===== config.mk =====
export PLATFORM = sky130hd
export DESIGN_NAME = udc_arbiter
export DESIGN_NICKNAME = d
export VERILOG_FILES = /design/src/rtl/udc_pkg.sv /design/src/rtl/udc_holdoff_timer.sv /design/src/rtl/udc_arbiter.sv
export SDC_FILE = /design/constraint.sdc
export NUM_CORES = 1
export LEC_CHECK = 0
export CORE_MARGIN = 4
export CORE_UTILIZATION = 46
export DETAILED_ROUTE_END_ITERATION = 12
export GPL_TIMING_DRIVEN = 0
export PLACE_DENSITY = 0.86
export SLEW_MARGIN = 0
export SYNTH_ARGS = -nofsm -noshare
export SYNTH_HDL_FRONTEND = slang
export SYNTH_SLANG_ARGS = --single-unit

===== constraint.sdc =====
create_clock -name clk -period 2 [get_ports clk]
set_input_delay 0.3 -clock clk [delete_from_list [all_inputs] [get_ports clk]]
set_output_delay 0.3 -clock clk [all_outputs]
set_load 0.1 [all_outputs]

===== src/rtl/udc_pkg.sv =====
// Shared definitions for the up/down counter command arbiter.
package udc_pkg;

    // Arbiter sequencing states.
    typedef enum logic [1:0] {
        IDLE  = 2'd0,
        ISSUE = 2'd1,
        HOLD  = 2'd2
    } state_t;

    // Request direction encoding on dir0/dir1.
    localparam logic DIR_UP   = 1'b1;
    localparam logic DIR_DOWN = 1'b0;

    // Width of the holdoff value (HOLDOFF is limited to 1..15).
    localparam int HOLD_CNT_W = 4;

    // True when a command in direction dir would push the count past a limit.
    function automatic logic at_limit(input logic dir, input logic is_max, input logic is_min);
        return (dir == DIR_UP) ? is_max : is_min;
    endfunction

endpackage


===== src/rtl/udc_holdoff_timer.sv =====
// Dead-time counter: after load, done rises once holdoff cycles have elapsed.
module udc_holdoff_timer
    import udc_pkg::*;
(
    input  logic                  clk,
    input  logic                  reset,
    input  logic                  load,
    input  logic [HOLD_CNT_W-1:0] holdoff,
    output logic                  done
);

    logic [HOLD_CNT_W-1:0] cnt_reg;

    // Load holdoff-1 so done is seen in the last of holdoff cycles, then count down to zero.
    always_ff @(posedge clk or negedge reset) begin
        if (!reset) begin
            cnt_reg <= '0;
        end else if (load) begin
            cnt_reg <= holdoff - 1'b1;
        end else if (cnt_reg != '0) begin
            cnt_reg <= cnt_reg - 1'b1;
        end
    end

    assign done = (cnt_reg == '0);

endmodule


===== src/rtl/udc_arbiter.sv =====
// Two-requester arbiter issuing saturating up/down strobes to a counter datapath.
module udc_arbiter
    import udc_pkg::*;
#(
    parameter int WIDTH   = 4,
    parameter int MAX_VAL = 15,
    parameter int MIN_VAL = 0,
    parameter int HOLDOFF = 3
) (
    input  logic             clk,
    input  logic             reset,
    input  logic             req0,
    input  logic             req1,
    input  logic             dir0,
    input  logic             dir1,
    output logic             ack0,
    output logic             ack1,
    output logic             rej,
    output logic             up,
    output logic             down,
    output logic [WIDTH-1:0] count,
    output logic             at_max,
    output logic             at_min,
    output logic             busy
);

    localparam logic [WIDTH-1:0] MAX_V = WIDTH'(MAX_VAL);
    localparam logic [WIDTH-1:0] MIN_V = WIDTH'(MIN_VAL);

    state_t           state_reg, state_next;
    logic             grant_reg, grant_next;   // granted requester index
    logic             dir_reg, dir_next;       // latched direction of the grant
    logic             rr_reg, rr_next;         // requester favoured on a tie
    logic [WIDTH-1:0] count_reg, count_next;

    logic             pick;
    logic             is_max;
    logic             is_min;
    logic             limit_hit;
    logic             in_issue;
    logic             hold_load;
    logic             hold_done;
    logic [1:0]       ack_vec;

    assign is_max    = (count_reg == MAX_V);
    assign is_min    = (count_reg == MIN_V);
    assign limit_hit = at_limit(dir_reg, is_max, is_min);
    assign in_issue  = (state_reg == ISSUE);

    // Lone requester wins outright; a tie goes to the round-robin favourite.
    assign pick = (req0 && req1) ? rr_reg : req1;

    udc_holdoff_timer u_holdoff (
        .clk     (clk),
        .reset   (reset),
        .load    (hold_load),
        .holdoff (HOLD_CNT_W'(HOLDOFF)),
        .done    (hold_done)
    );

    // State and datapath registers; reset drops any step still in flight.
    always_ff @(posedge clk or negedge reset) begin
        if (!reset) begin
            state_reg <= IDLE;
            grant_reg <= 1'b0;
            dir_reg   <= DIR_DOWN;
            rr_reg    <= 1'b0;
            count_reg <= MIN_V;
        end else begin
            state_reg <= state_next;
            grant_reg <= grant_next;
            dir_reg   <= dir_next;
            rr_reg    <= rr_next;
            count_reg <= count_next;
        end
    end

    // Next-state: grant in IDLE, apply the count step leaving ISSUE, wait out HOLD.
    always_comb begin
        state_next = state_reg;
        grant_next = grant_reg;
        dir_next   = dir_reg;
        rr_next    = rr_reg;
        count_next = count_reg;
        hold_load  = 1'b0;
        case (state_reg)
            IDLE: begin
                if (req0 || req1) begin
                    grant_next = pick;
                    dir_next   = pick ? dir1 : dir0;
                    if (req0 && req1) begin
                        rr_next = ~rr_reg;
                    end
                    state_next = ISSUE;
                end
            end
            ISSUE: begin
                hold_load  = 1'b1;
                state_next = HOLD;
                if (!limit_hit) begin
                    count_next = (dir_reg == DIR_UP) ? count_reg + 1'b1 : count_reg - 1'b1;
                end
            end
            HOLD: begin
                if (hold_done) begin
                    state_next = IDLE;
                end
            end
            default: begin
                state_next = IDLE;
            end
        endcase
    end

    // One ack line per requester, pulsed during the ISSUE cycle of its grant.
    genvar gi;
    generate
        for (gi = 0; gi < 2; gi++) begin : g_ack
            assign ack_vec[gi] = in_issue && (grant_reg == 1'(gi));
        end
    endgenerate

    assign ack0   = ack_vec[0];
    assign ack1   = ack_vec[1];
    assign rej    = in_issue && limit_hit;
    assign up     = in_issue && !limit_hit && (dir_reg == DIR_UP);
    assign down   = in_issue && !limit_hit && (dir_reg == DIR_DOWN);
    assign count  = count_reg;
    assign at_max = is_max;
    assign at_min = is_min;
    assign busy   = (state_reg != IDLE);

endmodule


==> results of run 1 <==
-- through the flow --
step / hold WS, ns / worst slack [ns] / util (%) / std cells / setup TNS, ns
after floorplan: 0.00441 / -1.05 / - / 68 / -4.66
after global placement: 0.456 / -0.683 / 70.0 / 100 / -2.64
after detailed placement: 0.462 / -0.727 / 70.0 / 100 / -2.83
after CTS: 0.387 / -0.130 / 71.2 / 104 / -0.130
after global routing: 0.418 / -0.0595 / 72.4 / 106 / -0.0673
final: 0.380 / 0.0151 / 72.4 / 106 / 0
-- cell type report --
type	instances	area (um^2)
Sequential cell	13	335
Tap cell	15	18.8
Inverter	5	18.8
Timing Repair Buffer	19	178
Multi-Input combinational cell	50	413
Fill cell	114	377
Clock buffer	4	26.3
-- synth_stat cells, drive strengths merged --
cell type  count  area [um^2]
nor2b          2         12.5
mux2           2         22.5
nand2b         4         25.0
nor3           3         15.0
nand2          3         11.3
dfrtp         13          325
nor4           1         12.5
nand3          1         5.00
a32o           1         10.0
or3            1         6.26
and2           3         18.8
xnor2          3         26.3
and4           1         8.76
inv            5         18.8
a21oi          4         20.0
nor3b          1         7.51
ha             3         37.5
a211oi         1         12.5
nand3b         1         7.51
o21ai          4         20.0
mux2i          2         20.0
fa             1         20.0
nor2           5         18.8
xor2           2         17.5
a21o           1         7.51
-- per-layer routing --
metal | up-vias | track usage (%)
met1 | 268 | 17.9
met4 | 0 | 9.94
li1 | 283 | -
met5 | - | 0
met2 | 10 | 28.2
met3 | 4 | 6.90
-- what timing repair did --
item | in CTS | in global routing
pin swaps | 1 | 2
buffers inserted | 0 | 2
resized for setup | 47 | 1
hold buffers | 0 | 0
endpoints found under the setup margin | 12 | 2
hold endpoints to repair | 0 | 0
cloned | 0 | 0
-- critical path, stage by stage, from the launching register on --
cell and delay, ns:
dfrtp_4 0.51, nor4_4 0.34, and2_4 0.20, a21oi_2 0.04, nor2_4 0.11, buf_12 0.18
-- kinds of logic (layout without fill, tap and decap cells) --
| group | count (synthesis) | in the layout | share of synthesized area [%] |
|---|---|---|---|
| adders and majority gates | 4 | 4 | 8.14 |
| muxes | 4 | 4 | 6.02 |
| AOI/OAI and AO/OA | 11 | 11 | 9.91 |
| DFF | 13 | 13 | 46.0 |
| buffers and inverters | 5 | 28 | 2.66 |
| xor gates and xnor gates | 5 | 5 | 6.20 |
| and+or+nand+nor | 26 | 26 | 21.1 |
-- worst max-delay path by stage --
| stage | to | cells past startpoint | slack (ns) |
|---|---|---|---|
| finish | rej | 5 | 0.02 |
| global route | rej | 5 | -0.06 |
| CTS | rej | 5 | -0.13 |
| detailed placement | rej | 5 | -0.73 |
| global placement | rej | 5 | -0.68 |
| floorplan | rej | 4 | -1.05 |
==> results by group, run 1 <==
Hold path
  • Worst min path class: input port to asynchronous set/reset pin

Job
  • MaxCap Viol Count: 0

Routing
  • Routed vias/inst: roughly 5.3
  • DRT Pass-1 Iters: 3
  • Initial DRC Count: 6
  • DRC violations left: 0
  • M1 WL: around 570 um
  • Highest routed layer: met4
  • Routed length on met2: between 800 and 900 um
  • Wire per inst: between 10 and 15 um
  • Routed met3 length: 65 um
  • Vias: ~570
  • Final ANT Viol Nets: 0
  • Total Routed Length: 1550 um

Clocking
  • Total CTS buffers: 3
  • # H-tree levels: 1
  • CTS sink cnt: 13
  • Clock-pin slew on the worst setup and hold paths: about 0.080 ns
  • Clock Path Buffers: 2
  • Clock root buffer: clkbuf_4
  • TritonCTS clock tree: built
  • Worst skew pair latency: 0.29 ns

Yosys
  • Post-Synthesis Cell Area: between 700 and 800 um^2
  • Seq/Total Area, Yosys: between 40% and 50%
  • Syn_area_per_cell: just over 10 um^2
  • Yosys reg bits: 13
  • Synth Instances: just under 70
  • Ys Warns: 0
  • Total nets after synthesis: 78
  • Unique masters post-synth: 25

Worst setup path
  • WP data required: between 1.5 and 2 ns
  • Critical Path AT: ~1.7 ns
  • Crit-path max FO: 5
  • Reg2reg start: dir_reg
  • Crit Path Class: flip-flop to primary output
  • RR Endpoint: count[3]
  • Setup crit start: count[2]
  • CP Capture Type: primary output
  • Setup crit start kind: flip-flop
  • Flop2flop setup slack: roughly 0.16 ns
  • Reg2Reg Depth: 6

Placement
  • DP Area: 956 um^2
  • GPL Wtd Cong: approximately 0.67
  • IO Port Bufs: 17
  • DP Wirelength: between 1000 and 1500 um

Timing
  • Final setup vio count: 0
  • Hold Vio Cnt, Final: 0
  • Worst slew margin: between 30% and 40%
  • Post-layout min period: 1.98 ns
  • Clock Skew: ~0.0041 ns
  • Slew at the pin closest to its max-slew limit: between 0.9 and 1 ns
  • RSZ-0062 raised after global routing: yes
  • Fmax: about 500 MHz
  • Final worst-path cycle share: 99.2%
  • Slew Limit Fails: 0

GRT
  • All-Layer GR Usage: between 15 and 20%
  • Largest net degree at the start of global routing: 14
  • First-pass GRT wire length: 2460 um
  • Vias in the first global route: roughly 570
  • Grt ovf: 0
  • Initial antenna violation count: 0

Layout
  • Commonest non-fill, non-tap cell in the layout: dfrtp_1
  • # nets final: between 100 and 150
  • Synth-to-layout area growth: 40.0%
  • Antenna cells: 0
  • Layout cells sized above 1: between 20% and 30%
  • Most frequent cells in the layout: 9 x dfrtp_1, 5 x inv_1, 5 x clkdlybuf4s50_1, 5 x buf_4
  • Design area: 990 um^2

Floorplan
  • Initial Utilization: 51.7%
  • Die extent in x: around 47 um
  • Core area: about 1400 um^2
  • I/O pin count: 18
  • Row count: 13
  • Die Y: approximately 47 um
  • Full die area: between 2000 and 2500 um^2

Status
  • Status: finished clean
Power of run 1 is not shown: default switching activity piles up to over one toggle a cycle in this logic, so the estimate is an artifact.
==> run 2, diff against run 1 <==
--- a/config.mk
+++ b/config.mk
@@ -5,12 +5,13 @@
 export SDC_FILE = /design/constraint.sdc
 export NUM_CORES = 1
 export LEC_CHECK = 0
+export CAP_MARGIN = 20
 export CORE_MARGIN = 4
 export CORE_UTILIZATION = 46
 export DETAILED_ROUTE_END_ITERATION = 12
 export GPL_TIMING_DRIVEN = 0
 export PLACE_DENSITY = 0.86
-export SLEW_MARGIN = 0
+export SLEW_MARGIN = 20
 export SYNTH_ARGS = -nofsm -noshare
 export SYNTH_HDL_FRONTEND = slang
 export SYNTH_SLANG_ARGS = --single-unit
==> results of run 2 <==
Final layout, timing and power as in run 1 (identical DEF).
Power of run 2 is left out for the same reason.
==> patch (config.mk and constraints of run 2) <==
Set the parameter `WIDTH` to 6 (it was 4).
--- a/src/rtl/udc_arbiter.sv
+++ b/src/rtl/udc_arbiter.sv
@@ -3,5 +3,5 @@
     import udc_pkg::*;
 #(
-    parameter int WIDTH   = 4,
+    parameter int WIDTH   = 6,
     parameter int MAX_VAL = 15,
     parameter int MIN_VAL = 0,
Ports: changed (resized count); port bits go from 18 to 20. The function was not compared with the original's and may differ.
==> patch against run 2 <==
- the flow now finishes with violations (negative setup slack)
- sequential share of layout area fell by 2.0 points
- die area rose by 21%
- highest routed layer is now met3
- area after synthesis rose by 25%
- setup slack got worse by 0.27 ns
- sequential cell count rose by 2
- clock skew fell by 0.0017 ns
- routed wire length rose by 21%
- hold slack improved by 0.040 ns
- design area rose by 26%
Power is left out: the tool's default activity adds up to more than one toggle a clock period on the data nets, which glitch-free logic cannot reach.
==> patch: results (changes against run 2) <==
- Met3 Resource Use GR: 0.0516 (-0.0174)
- CTS buffer count: 3 (unchanged)
- Ratio of cells with drive above 1 in the final layout: 0.342 (+0.0566)
- Post-CTS setup buffers: 5 (+5)
- Highest routed metal layer: met3
- Multi-input combinational area share: 0.421 (+0.00381)
- Clock buffer count: 4 (unchanged)
- Pre-CTS WS: -0.971 ns (-0.245 ns)
- M1 WL: 761 um (+35%)
- Yosys cell types: 30 (+20%)
- H-tree depth: 1 (unchanged)
- Yosys reg bits: 15 (+2)
- Global Route met2 Usage: 0.291 (+0.00895)
- Met2 WL: 1040 um (+18%)
- Ant. Diodes: 0 (unchanged)
- Least-Margin Pin Slew: 0.960 ns (-0.0346 ns)
- Failing checks: negative setup slack
- Clock skew: 0.00239 ns (-0.00168 ns)
- Post-synthesis mux area share: 0.102 (+0.0417)
- I/O Buffers: 19 (+2)
- Ranking of synthesized cells by area: dfrtp_1, ha_1, mux2_4, xnor2_1, mux2i_1
- Outcome: finished with violations
- Max reg flops: 6
- Largest net degree at the start of global routing: 16 (+2)
- Bufs w/o clock: 25 (+6)
- Post-synthesis net count: 95 (+22%)
- Sequential element share of the synthesized area: 0.424 (-0.0358)
- CTS Hold Buffers Added: 0 (unchanged)
- Cts repair resizes: 59 (+26%)
- Initial DRC Count: 3 (-3)
- Worst EP arrival: 1.95 ns (+0.27 ns)
- NonClk Buf Share: 0.199 (+0.0195)
- GRT met1 Usage: 0.183 (+0.00382)
- Post-synthesis adder-cell area fraction: 0.0934 (+0.0119)
- Final-layout fill cell count: 130 (+14%)
- First-pass GRT wire length: 3260 um (+33%)
- Multi-In Gates: 62 (+24%)
- Wire length on met3: 69 um (+6.2%)
- Routed WL: 1870 um (+21%)
- HPWL after detailed placement: 1380 um (+12%)
- Clock-cell share of area: 0.0210 (-0.00555)
- Seq area share: 0.319 (-0.0198)
- Setup WS post-layout: -0.250 ns (-0.265 ns)
- Compound-cell area share of the yosys netlist: 0.105 (+0.00555)
- Final setup violation count: 7 (+7)
- GP Congestion: 0.781 (+17%)
- Routed vias/inst: 5.04 (-5.5%)
- Clk_lat worst skew: 0.28 ns
- All-Layer GR Usage: 0.165 (-0.00394)
- Number of global-route vias before repair: 771 (+35%)
- CP max FO: 3 (-2)
- XOR/XNOR Fraction of Synth Area: 0.0693 (+0.00736)
- # nets final: 124 (+22%)
- Worst hold path class: primary input to async pin
## patch: cell types whose count changed after synthesis, sizes merged, moves of 2 or more
cell and delta:
xnor2 +2, dfrtp +2, mux2 +2, ha +2, nor3 +2
## patch: worst paths after layout
path,startpoint,end,slack (ns),cells past startpoint
min in group clk,rr_reg,rr_reg,0.47,1
worst max register to register,count[2],count[4],-0.04,5
worst min register to register,rr_reg,rr_reg,0.47,1
max in group asynchronous,reset,count[0],1.10,1
worst max-delay path,count[2],rej,-0.25,5
worst min-delay path,reset,state_reg[0],0.42,1
## patch: worst max-delay path, stage by stage (launching register included)
cell and delay (ns):
dfrtp_4 0.50, or4_4 0.55, nor3_4 0.18, mux2i_2 0.13
nor2_4 0.12, buf_12 0.18
## patch: stage by stage
stage               TNS [ns]  instances  area (um^2)  utilization
floorplan              -9.01         83          947            -
global placement       -4.11        127         1170        0.655
detailed placement     -4.19        127         1170        0.655
CTS                   -0.627        135         1230        0.693
global route           -1.32        136         1250        0.702
finish                -0.790        136         1250        0.702
